===== config.mk =====
export PLATFORM = sky130hd
export DESIGN_NAME = mips_multicycle_controller_flat
export DESIGN_NICKNAME = d
export VERILOG_FILES = /design/src/rtl/mips_multicycle_controller_if.sv /design/src/rtl/mips_multicycle_controller.sv /design/src/flat_wrapper.sv
export SDC_FILE = /design/constraint.sdc
export NUM_CORES = 1
export LEC_CHECK = 0
export CAP_MARGIN = 40
export CORE_MARGIN = 2
export CORE_UTILIZATION = 60
export DETAILED_ROUTE_END_ITERATION = 12
export DONT_BUFFER_PORTS = 1
export MAX_ROUTING_LAYER = met4
export PLACE_DENSITY = 0.82
export SETUP_SLACK_MARGIN = 0.15
export SYNTH_ARGS = -nofsm -noshare
export SYNTH_HDL_FRONTEND = slang
export SYNTH_SLANG_ARGS = --single-unit

===== constraint.sdc =====
create_clock -name clk -period 7.3 [get_ports clk]
set_clock_uncertainty 0.15 [all_clocks]
set_input_delay 2.19 -clock clk [delete_from_list [all_inputs] [get_ports clk]]
set_output_delay 2.19 -clock clk [all_outputs]
set_load 0.02 [all_outputs]

===== src/rtl/mips_multicycle_controller_if.sv =====
// ---------------------------------------------------------------------------
// mips_multicycle_controller_if
//
// Bundles the controller <-> datapath signals of the multicycle MIPS core.
//
// Signals (direction seen from the controller, i.e. the master modport):
//   Instruction  in   32     IR contents (opcode [31:26], funct [5:0])
//   ZeroFlag     in   1      combinational ALU zero flag
//   PCWrite, PCWriteCond, IorD, MemWrite, MemRead, IRWrite    out 1 each
//   RegDst, WriteRegSel, MemtoReg, WriteDataSel, RegWrite, ALUSrcA  out 1 each
//   ALUSrcB      out  2      00 B, 01 const 4, 10 sext imm, 11 sext imm << 2
//   PCSrc        out  2      00 ALU result, 01 jump target, 10 ALUout, 11 A
//   ALUoperation out  3      000 AND, 001 OR, 010 ADD, 110 SUB, 111 SLT
//   retired      out  CNT_W  count of completed instructions
//   illegal      out  1      sticky illegal-opcode flag
//
// master : the controller.  slave : the datapath (or a bench driving it).
// ---------------------------------------------------------------------------
interface mips_multicycle_controller_if #(
    parameter int CNT_W = 16
);
    logic [31:0]      Instruction;
    logic             ZeroFlag;

    logic             PCWrite;
    logic             PCWriteCond;
    logic             IorD;
    logic             MemWrite;
    logic             MemRead;
    logic             IRWrite;
    logic             RegDst;
    logic             WriteRegSel;
    logic             MemtoReg;
    logic             WriteDataSel;
    logic             RegWrite;
    logic             ALUSrcA;
    logic [1:0]       ALUSrcB;
    logic [1:0]       PCSrc;
    logic [2:0]       ALUoperation;

    logic [CNT_W-1:0] retired;
    logic             illegal;

    modport master (
        input  Instruction, ZeroFlag,
        output PCWrite, PCWriteCond, IorD, MemWrite, MemRead, IRWrite,
               RegDst, WriteRegSel, MemtoReg, WriteDataSel, RegWrite, ALUSrcA,
               ALUSrcB, PCSrc, ALUoperation, retired, illegal
    );

    modport slave (
        output Instruction, ZeroFlag,
        input  PCWrite, PCWriteCond, IorD, MemWrite, MemRead, IRWrite,
               RegDst, WriteRegSel, MemtoReg, WriteDataSel, RegWrite, ALUSrcA,
               ALUSrcB, PCSrc, ALUoperation, retired, illegal
    );
endinterface


===== src/rtl/mips_multicycle_controller.sv =====
// ---------------------------------------------------------------------------
// mips_multicycle_controller
//
// Moore main FSM plus ALU-control decoder for the multicycle MIPS core.
// Every datapath strobe/select is decoded from the current state (RT_EXEC
// additionally looks at funct for the ALU operation). A retired-instruction
// counter advances on the last cycle of each instruction.
//
// Ports:
//   clk  in  system clock, all state changes on the rising edge
//   rst  in  synchronous active-low reset; while low all controls are 0
//   bus  master modport of mips_multicycle_controller_if (IR, zero flag,
//        all control outputs, retired counter, illegal flag)
//
// Parameter:
//   CNT_W  width of the retired counter (wraps modulo 2^CNT_W)
//
// Optional feature macro: ILLEGAL_TRAP_EN
//   defined   : unknown opcode -> HALT, sticky illegal = 1, not retired
//   undefined : unknown opcode behaves as a 3-cycle NOP, illegal tied 0
// ---------------------------------------------------------------------------
module mips_multicycle_controller #(
    parameter int CNT_W = 16
) (
    input  logic                          clk,
    input  logic                          rst,
    mips_multicycle_controller_if.master  bus
);

    localparam logic [5:0] OP_RTYPE = 6'b000000;
    localparam logic [5:0] OP_J     = 6'b000010;
    localparam logic [5:0] OP_JAL   = 6'b000011;
    localparam logic [5:0] OP_BEQ   = 6'b000100;
    localparam logic [5:0] OP_ADDI  = 6'b001000;
    localparam logic [5:0] OP_SLTI  = 6'b001010;
    localparam logic [5:0] OP_LW    = 6'b100011;
    localparam logic [5:0] OP_SW    = 6'b101011;
    localparam logic [5:0] FN_JR    = 6'b001000;

    localparam logic [2:0] ALU_AND = 3'b000;
    localparam logic [2:0] ALU_OR  = 3'b001;
    localparam logic [2:0] ALU_ADD = 3'b010;
    localparam logic [2:0] ALU_SUB = 3'b110;
    localparam logic [2:0] ALU_SLT = 3'b111;

    typedef enum logic [3:0] {
        FETCH, DECODE, MEM_ADR, MEM_RD, MEM_WB, MEM_WR,
        RT_EXEC, RT_WB, I_EXEC_ADD, I_EXEC_SLT, I_WB,
        BEQ, JUMP, JAL, JR, HALT
    } state_t;

    state_t           state_q, state_d;
    logic [CNT_W-1:0] retired_q;
    logic             retire_en;

    logic [5:0] opcode;
    logic [5:0] funct;
    assign opcode = bus.Instruction[31:26];
    assign funct  = bus.Instruction[5:0];

    // Register fields and the zero flag are consumed by the datapath only.
    logic unused_inputs;
    assign unused_inputs = ^{bus.Instruction[25:6], bus.ZeroFlag};

    // Unknown R-type functs fall back to ADD and are still written back.
    function automatic logic [2:0] alu_from_funct(input logic [5:0] f);
        case (f)
            6'b100000: return ALU_ADD;
            6'b100010: return ALU_SUB;
            6'b100100: return ALU_AND;
            6'b100101: return ALU_OR;
            6'b101010: return ALU_SLT;
            default:   return ALU_ADD;
        endcase
    endfunction

`ifdef ILLEGAL_TRAP_EN
    logic illegal_q;
    logic illegal_set;
`endif

    always_ff @(posedge clk) begin
        if (!rst) begin
            state_q   <= FETCH;
            retired_q <= '0;
`ifdef ILLEGAL_TRAP_EN
            illegal_q <= 1'b0;
`endif
        end else begin
            state_q <= state_d;
            if (retire_en) begin
                retired_q <= retired_q + 1'b1;
            end
`ifdef ILLEGAL_TRAP_EN
            if (illegal_set) begin
                illegal_q <= 1'b1;
            end
`endif
        end
    end

    // Next-state logic; retire_en marks the final cycle of an instruction.
    always_comb begin
        state_d   = state_q;
        retire_en = 1'b0;
`ifdef ILLEGAL_TRAP_EN
        illegal_set = 1'b0;
`endif
        case (state_q)
            FETCH:   state_d = DECODE;
            DECODE: begin
                case (opcode)
                    OP_LW, OP_SW: state_d = MEM_ADR;
                    OP_RTYPE:     state_d = (funct == FN_JR) ? JR : RT_EXEC;
                    OP_BEQ:       state_d = BEQ;
                    OP_ADDI:      state_d = I_EXEC_ADD;
                    OP_SLTI:      state_d = I_EXEC_SLT;
                    OP_J:         state_d = JUMP;
                    OP_JAL:       state_d = JAL;
                    default: begin
`ifdef ILLEGAL_TRAP_EN
                        state_d     = HALT;
                        illegal_set = 1'b1;
`else
                        state_d   = FETCH;
                        retire_en = 1'b1;
`endif
                    end
                endcase
            end
            MEM_ADR:    state_d = (opcode == OP_SW) ? MEM_WR : MEM_RD;
            MEM_RD:     state_d = MEM_WB;
            RT_EXEC:    state_d = RT_WB;
            I_EXEC_ADD: state_d = I_WB;
            I_EXEC_SLT: state_d = I_WB;
            MEM_WB, MEM_WR, RT_WB, I_WB, BEQ, JUMP, JAL, JR: begin
                state_d   = FETCH;
                retire_en = 1'b1;
            end
            HALT:       state_d = HALT;
            default:    state_d = FETCH;
        endcase
    end

    // Moore output decode; reset low overrides everything to 0.
    always_comb begin
        bus.PCWrite      = 1'b0;
        bus.PCWriteCond  = 1'b0;
        bus.IorD         = 1'b0;
        bus.MemWrite     = 1'b0;
        bus.MemRead      = 1'b0;
        bus.IRWrite      = 1'b0;
        bus.RegDst       = 1'b0;
        bus.WriteRegSel  = 1'b0;
        bus.MemtoReg     = 1'b0;
        bus.WriteDataSel = 1'b0;
        bus.RegWrite     = 1'b0;
        bus.ALUSrcA      = 1'b0;
        bus.ALUSrcB      = 2'b00;
        bus.PCSrc        = 2'b00;
        bus.ALUoperation = 3'b000;
        case (state_q)
            FETCH: begin
                bus.MemRead      = 1'b1;
                bus.IRWrite      = 1'b1;
                bus.ALUSrcB      = 2'b01;
                bus.ALUoperation = ALU_ADD;
                bus.PCWrite      = 1'b1;
            end
            DECODE: begin
                // Branch target PC + (imm << 2) lands in ALUout.
                bus.ALUSrcB      = 2'b11;
                bus.ALUoperation = ALU_ADD;
            end
            MEM_ADR, I_EXEC_ADD: begin
                bus.ALUSrcA      = 1'b1;
                bus.ALUSrcB      = 2'b10;
                bus.ALUoperation = ALU_ADD;
            end
            I_EXEC_SLT: begin
                bus.ALUSrcA      = 1'b1;
                bus.ALUSrcB      = 2'b10;
                bus.ALUoperation = ALU_SLT;
            end
            MEM_RD: begin
                bus.MemRead = 1'b1;
                bus.IorD    = 1'b1;
            end
            MEM_WB: begin
                bus.RegWrite = 1'b1;
                bus.MemtoReg = 1'b1;
            end
            MEM_WR: begin
                bus.MemWrite = 1'b1;
                bus.IorD     = 1'b1;
            end
            RT_EXEC: begin
                bus.ALUSrcA      = 1'b1;
                bus.ALUoperation = alu_from_funct(funct);
            end
            RT_WB: begin
                bus.RegWrite = 1'b1;
                bus.RegDst   = 1'b1;
            end
            I_WB: begin
                bus.RegWrite = 1'b1;
            end
            BEQ: begin
                // The datapath gates the PC load with ZeroFlag.
                bus.ALUSrcA      = 1'b1;
                bus.ALUoperation = ALU_SUB;
                bus.PCWriteCond  = 1'b1;
                bus.PCSrc        = 2'b10;
            end
            JUMP: begin
                bus.PCWrite = 1'b1;
                bus.PCSrc   = 2'b01;
            end
            JAL: begin
                // r31 takes the current PC (already PC+4) on the jump edge.
                bus.PCWrite      = 1'b1;
                bus.PCSrc        = 2'b01;
                bus.RegWrite     = 1'b1;
                bus.WriteRegSel  = 1'b1;
                bus.WriteDataSel = 1'b1;
            end
            JR: begin
                bus.PCWrite = 1'b1;
                bus.PCSrc   = 2'b11;
            end
            default: ;
        endcase
        if (!rst) begin
            bus.PCWrite      = 1'b0;
            bus.PCWriteCond  = 1'b0;
            bus.IorD         = 1'b0;
            bus.MemWrite     = 1'b0;
            bus.MemRead      = 1'b0;
            bus.IRWrite      = 1'b0;
            bus.RegDst       = 1'b0;
            bus.WriteRegSel  = 1'b0;
            bus.MemtoReg     = 1'b0;
            bus.WriteDataSel = 1'b0;
            bus.RegWrite     = 1'b0;
            bus.ALUSrcA      = 1'b0;
            bus.ALUSrcB      = 2'b00;
            bus.PCSrc        = 2'b00;
            bus.ALUoperation = 3'b000;
        end
    end

    assign bus.retired = retired_q;
`ifdef ILLEGAL_TRAP_EN
    assign bus.illegal = illegal_q;
`else
    assign bus.illegal = 1'b0;
`endif

endmodule


===== src/flat_wrapper.sv =====
// flat-port wrapper written by rule: the top's interface ports become plain ports
module mips_multicycle_controller_flat 
#(
    parameter int CNT_W = 16
)
  (clk, rst, bus_Instruction, bus_ZeroFlag, bus_PCWrite, bus_PCWriteCond, bus_IorD, bus_MemWrite, bus_MemRead, bus_IRWrite, bus_RegDst, bus_WriteRegSel, bus_MemtoReg, bus_WriteDataSel, bus_RegWrite, bus_ALUSrcA, bus_ALUSrcB, bus_PCSrc, bus_ALUoperation, bus_retired, bus_illegal);
  mips_multicycle_controller_if #(.CNT_W(CNT_W)) bus_i ();
  input  logic clk;
  input  logic rst;
  input wire logic [$bits(bus_i.Instruction)-1:0] bus_Instruction;
  input wire logic [$bits(bus_i.ZeroFlag)-1:0] bus_ZeroFlag;
  output wire logic [$bits(bus_i.PCWrite)-1:0] bus_PCWrite;
  output wire logic [$bits(bus_i.PCWriteCond)-1:0] bus_PCWriteCond;
  output wire logic [$bits(bus_i.IorD)-1:0] bus_IorD;
  output wire logic [$bits(bus_i.MemWrite)-1:0] bus_MemWrite;
  output wire logic [$bits(bus_i.MemRead)-1:0] bus_MemRead;
  output wire logic [$bits(bus_i.IRWrite)-1:0] bus_IRWrite;
  output wire logic [$bits(bus_i.RegDst)-1:0] bus_RegDst;
  output wire logic [$bits(bus_i.WriteRegSel)-1:0] bus_WriteRegSel;
  output wire logic [$bits(bus_i.MemtoReg)-1:0] bus_MemtoReg;
  output wire logic [$bits(bus_i.WriteDataSel)-1:0] bus_WriteDataSel;
  output wire logic [$bits(bus_i.RegWrite)-1:0] bus_RegWrite;
  output wire logic [$bits(bus_i.ALUSrcA)-1:0] bus_ALUSrcA;
  output wire logic [$bits(bus_i.ALUSrcB)-1:0] bus_ALUSrcB;
  output wire logic [$bits(bus_i.PCSrc)-1:0] bus_PCSrc;
  output wire logic [$bits(bus_i.ALUoperation)-1:0] bus_ALUoperation;
  output wire logic [$bits(bus_i.retired)-1:0] bus_retired;
  output wire logic [$bits(bus_i.illegal)-1:0] bus_illegal;
  assign bus_i.Instruction = bus_Instruction;
  assign bus_i.ZeroFlag = bus_ZeroFlag;
  assign bus_PCWrite = bus_i.PCWrite;
  assign bus_PCWriteCond = bus_i.PCWriteCond;
  assign bus_IorD = bus_i.IorD;
  assign bus_MemWrite = bus_i.MemWrite;
  assign bus_MemRead = bus_i.MemRead;
  assign bus_IRWrite = bus_i.IRWrite;
  assign bus_RegDst = bus_i.RegDst;
  assign bus_WriteRegSel = bus_i.WriteRegSel;
  assign bus_MemtoReg = bus_i.MemtoReg;
  assign bus_WriteDataSel = bus_i.WriteDataSel;
  assign bus_RegWrite = bus_i.RegWrite;
  assign bus_ALUSrcA = bus_i.ALUSrcA;
  assign bus_ALUSrcB = bus_i.ALUSrcB;
  assign bus_PCSrc = bus_i.PCSrc;
  assign bus_ALUoperation = bus_i.ALUoperation;
  assign bus_retired = bus_i.retired;
  assign bus_illegal = bus_i.illegal;
  mips_multicycle_controller #(.CNT_W(CNT_W)) u_core (.clk(clk), .rst(rst), .bus(bus_i));
endmodule

After elaboration in Yosys (flattened, before gate mapping)
Cells that the tools add are included.
W data, S select, Z words.

operators by class
  $add $sub $neg = 1
  equal/unequal tests = 27
  muxes and demuxes = 35
  reduce and logical (&&, ||, !) cells = 14

operators with widths
  kind                     number
  $eq A6 B6 Y1 const B     6
  $eq A4 B4 Y1 const B     8
  $pmux W4 S8              1
  $pmux W4 S7              1
  $pmux W3 S4              2
  $mux W1                  23
  $eq A6 B4 Y1 const B     3
  $add A16 B1 Y16 const B  1
  $eq A4 B3 Y1 const B     4
  $reduce_or A8 Y1         2
  $eq A6 B2 Y1 const B     2
  $pmux W2 S3              2
  $reduce_or A4 Y1         3
  $reduce_or A2 Y1         5
  $eq A4 B2 Y1 const B     2
  $eq A6 B3 Y1 const B     1
  $logic_not A6 Y1         1
  $mux W3                  2
  $reduce_or A5 Y1         1
  $eq A4 B1 Y1 const B     1
  $logic_not A4 Y1         1
  $mux W2                  2
  $mux W4                  1
  $reduce_or A3 Y1         1
  $pmux W1 S2              1

storage, ports and cells
  bits in registers = 20
  input bits = 35
  output and inout port bits = 36
  word-level logic and storage cells = 79

Longest topological paths before layout
  depth after elaboration = 4
  gate-level depth with buffers = 7
  gate-level depth less buffers = 5

Worst setup path before layout
OpenSTA, ideal clock, no wires.

  path kind = input-to-output
  start = in bus_Instruction[4]
  end = out bus_ALUoperation[0]
  arrival = 3.303 ns
  required time = 4.960 ns
  path slack = 1.657 ns
  stages on the path = 4
  path buffers = 0
  path through = nand2b_1 -> or4_1 -> o22a_1 -> nor2_1

on the way
  cells in the longest elaborated chain, start to end = 4
  elaborated cells on any way between the ends = 7
  those cells by class = eq/ne: 4; mux: 3

RTL lines
  item             line                               text
  from (decl)      flat_wrapper.sv:10                 input wire logic [$bits(bus_i.Instruction)-1:0] bus_Instruction;
  $eq A6 B6 Y1     mips_multicycle_controller.sv:67   case (f)
  $pmux W3 S4 (*)  mips_multicycle_controller.sv:67
  $pmux W3 S4 (*)  mips_multicycle_controller.sv:162  case (state_q)
  $mux W3 (*)      mips_multicycle_controller.sv:233  if (!rst) begin
  to (decl)        flat_wrapper.sv:26                 output wire logic [$bits(bus_i.ALUoperation)-1:0] bus_ALUoperation;

Mark *: on every way between the ends. The rest lies on a longest branch, timed or not.

Final worst setup path
  start = in rst
  end = out bus_PCWrite

on the way
  cells in the longest elaborated chain, start to end = 1

RTL lines
  item         line                               text
  from (decl)  flat_wrapper.sv:9                  input logic rst;
  $mux W1      mips_multicycle_controller.sv:233
  to (decl)    flat_wrapper.sv:12                 output wire logic [$bits(bus_i.PCWrite)-1:0] bus_PCWrite;

Every way passes these cells.

==> flow_summary.yaml <==
placement:
  place_congestion: 0.806
  dp.cells: 244
  place_hpwl_um: 2590
  io_buffers: 0
pwr:
  clkPwrFrac: 0.259
  seq_power_share: 0.590
  p_comb_frac: 0.151
  powerDensity_nw_per_um2: 119
  p_int_mw: 0.141
  p_sw_mw: 0.0562
  p_sw_frac: 0.285
  ir_drop_uv: 101
  power.leakage_nw: 0.515
clock_network:
  cts_root_buffer: "clkbuf_4"
  cts_made_buffers: 3
  cts_sinks: 20
  ctsHoldBuffers: 0
  cts_tree: "built"
  cts-resized-gates: 0
  clk_latency_ns: 0.30
  cts_max_level: 1
  clock_path_buffers: 2
  postCtsSetupBuffers: 0
  clk_pin_slew_worst_paths_ns: 0.10
floorplan:
  core_um2: 2710
  ioPinCount: 71
  floorplan.initialDensity: 0.625
  die_w_um: 57.1
  dieArea_um2: 3260
  placementRows: 19
  die_h_um: 57.1
layout:
  antenna_cells: 0
  layout-drive-gt1-share: 0.0880
  layoutNonFillerInstCount: 247
  layout_commonest_cell: "nand2_1"
  nets: 254
  final_cell_mix: "nand2_1 (28), nor2_1 (25), a21oi_1 (20), dfxtp_1 (20), nand2b_1 (16)"
  syn2layout_area_growth_pct: -1.85
  fillers: 265
setup_path:
  required_ns: 4.96
  arrival_ns: 3.41
  crit_path_end_kind: "output port"
  worst-path-buf-inv: 1
  start_kind: "input pin"
  slowest_delay_ns: 0.46
  crit_fanout: 32
  critical_path_class: "in2out"
  crit_path_top_delay_cell: "or4_1"
  crit_chain: "inv_1 > or4_1 > nor2_1 > or2_2"
  crit_family: "simple AND/OR/NAND/NOR gates"
synthesis:
  synth_top_area_frac: 0.237
  synth-seq-cells: 20
  syn_nets: 266
  synth_edf_count: 0
  synth_cell_types: 53
  synth_area_per_cell_um2: 7.36
  yosys.area.top_type: "dfxtp_1"
  syn-cell-area_um2: 1690
  async_flop_share: 0
  synth-seq-area-share: 0.237
  yosys_warnings: 0
  synth_area_leaders: "dfxtp_1 (24%), mux2i_1 (7.7%), nand2_1 (6.2%)"
  ys.flop_type: "dfxtp_1"
  syn_inst: 230
sta:
  clock.fmax_ghz: 0.174
  maxSlewViolCount: 0
  final_hold_viol_count: 0
  rsz0062_at_grt: "false"
  fin_crit_sh: 0.787
  setup_tns_ns: 0
  setup_violations: 0
  min_period_ns: 5.75
  tightest_slew_ns: 0.835
  slew-limit-headroom: 0.441
drt:
  routed_wl_um: 3560
  viasPerCell: 6.27
  drt_iter0_markers: 74
  drc: 0
  post_drt_wl_per_cell_um: 14.4
  drtPass1Iterations: 4
  antenna_left: 0
  vias: 1548
global_route:
  grt-ovfl-total: 0
  grt.total_usage: 0.223
  grt_antenna_before_repair: 0
  grt_pass1_vias: 1328
  grt_first_pass_wirelength_um: 5800
  grt_max_degree: 33
worst_hold_path:
  min_path_type: "reg2reg"
flow_run:
  cap_violations: 0
outcome:
  status: "finished clean"
## flip-flops by register name, summed over array words and instances (netlist names)
name and count:
u_core.bus.retired 16, u_core.state_q 4
## worst reg2reg max path, stage by stage (launching register included)
cell and delay [ns]:
dfxtp_1 0.84, nor2b_1 0.14, a31o_2 0.26, nor2_1 0.64, a2111oi_1 0.21, mux2i_1 0.17
## Yosys cell counts, types with 4 or more instances
library cell and n:
o21ai_0 5, mux2i_1 13, nand2_1 28, nand2b_1 16, clkbuf_1 9, buf_4 5
nand4_1 5, dfxtp_1 20, a2111oi_2 4, inv_1 9, nor3_1 5, nand3_1 9
a21oi_1 20, nor2_1 25
## worst paths after layout
kind                               start  slack (ns)                endpoint  cells past startpoint
setup / recovery                     rst        1.55             bus_PCWrite                      4
hold / removal    u_core.bus.retired[15]        0.42  u_core.bus.retired[15]                      2
setup reg to reg       u_core.state_q[1]        4.78   u_core.bus.retired[6]                      5
hold reg to reg   u_core.bus.retired[15]        0.42  u_core.bus.retired[15]                      2
## area by class of cell
type / instances / area (µm²) / area share
Inverter: 10 / 37.5 / 0.0226
Timing Repair Buffer: 1 / 5.00 / 0.00301
Tap cell: 31 / 38.8 / 0.0233
Multi-Input combinational cell: 182 / 1160 / 0.697
Sequential cell: 20 / 400 / 0.241
Clock buffer: 3 / 22.5 / 0.0136
## per-layer routing
metal | GRT usage | up-vias | share of wire | wire, µm
met5 | - | - | 0 | 0
met1 | 0.271 | 711 | 0.45 | 1600
met3 | 0.0476 | 5 | 0.068 | 241
met2 | 0.365 | 43 | 0.47 | 1680
met4 | 0.0797 | 0 | 0.010 | 37
li1 | - | 789 | - | -
## power by group through the flow
stage / Sequential (mW) / Combinational (mW) / Clock, mW
2_1_floorplan: 0.116 / 0.0331 / 0
3_3_place_gp: 0.119 / 0.0290 / 0
3_5_place_dp: 0.119 / 0.0295 / 0
4_1_cts: 0.116 / 0.0297 / 0.0518
5_1_grt: 0.117 / 0.0328 / 0.0537
6_report: 0.116 / 0.0298 / 0.0512
## logic make-up after synthesis
group	Yosys count	share of synthesized area
AOI/OAI and AO/OA	53	0.234
xor gates and xnor gates	5	0.0259
adders and majority gates	1	0.00739
buffers and inverters	28	0.0798
DFF	20	0.237
muxes	13	0.0769
other	1	0.00222
and+or+nand+nor	109	0.338
## stage by stage
stage | total power [mW] | cell area (µm²) | hold slack [ns] | setup WS [ns] | utilization
2_1_floorplan | 0.149 | 1690 | 0.390 | 1.66 | -
3_3_place_gp | 0.148 | 1630 | 0.402 | 1.55 | 0.603
3_5_place_dp | 0.148 | 1640 | 0.415 | 1.55 | 0.605
4_1_cts | 0.198 | 1660 | 0.429 | 1.55 | 0.613
5_1_grt | 0.203 | 1660 | 0.471 | 1.51 | 0.613
6_report | 0.197 | 1660 | 0.420 | 1.55 | 0.613
Power figures use the tool's default switching activity.
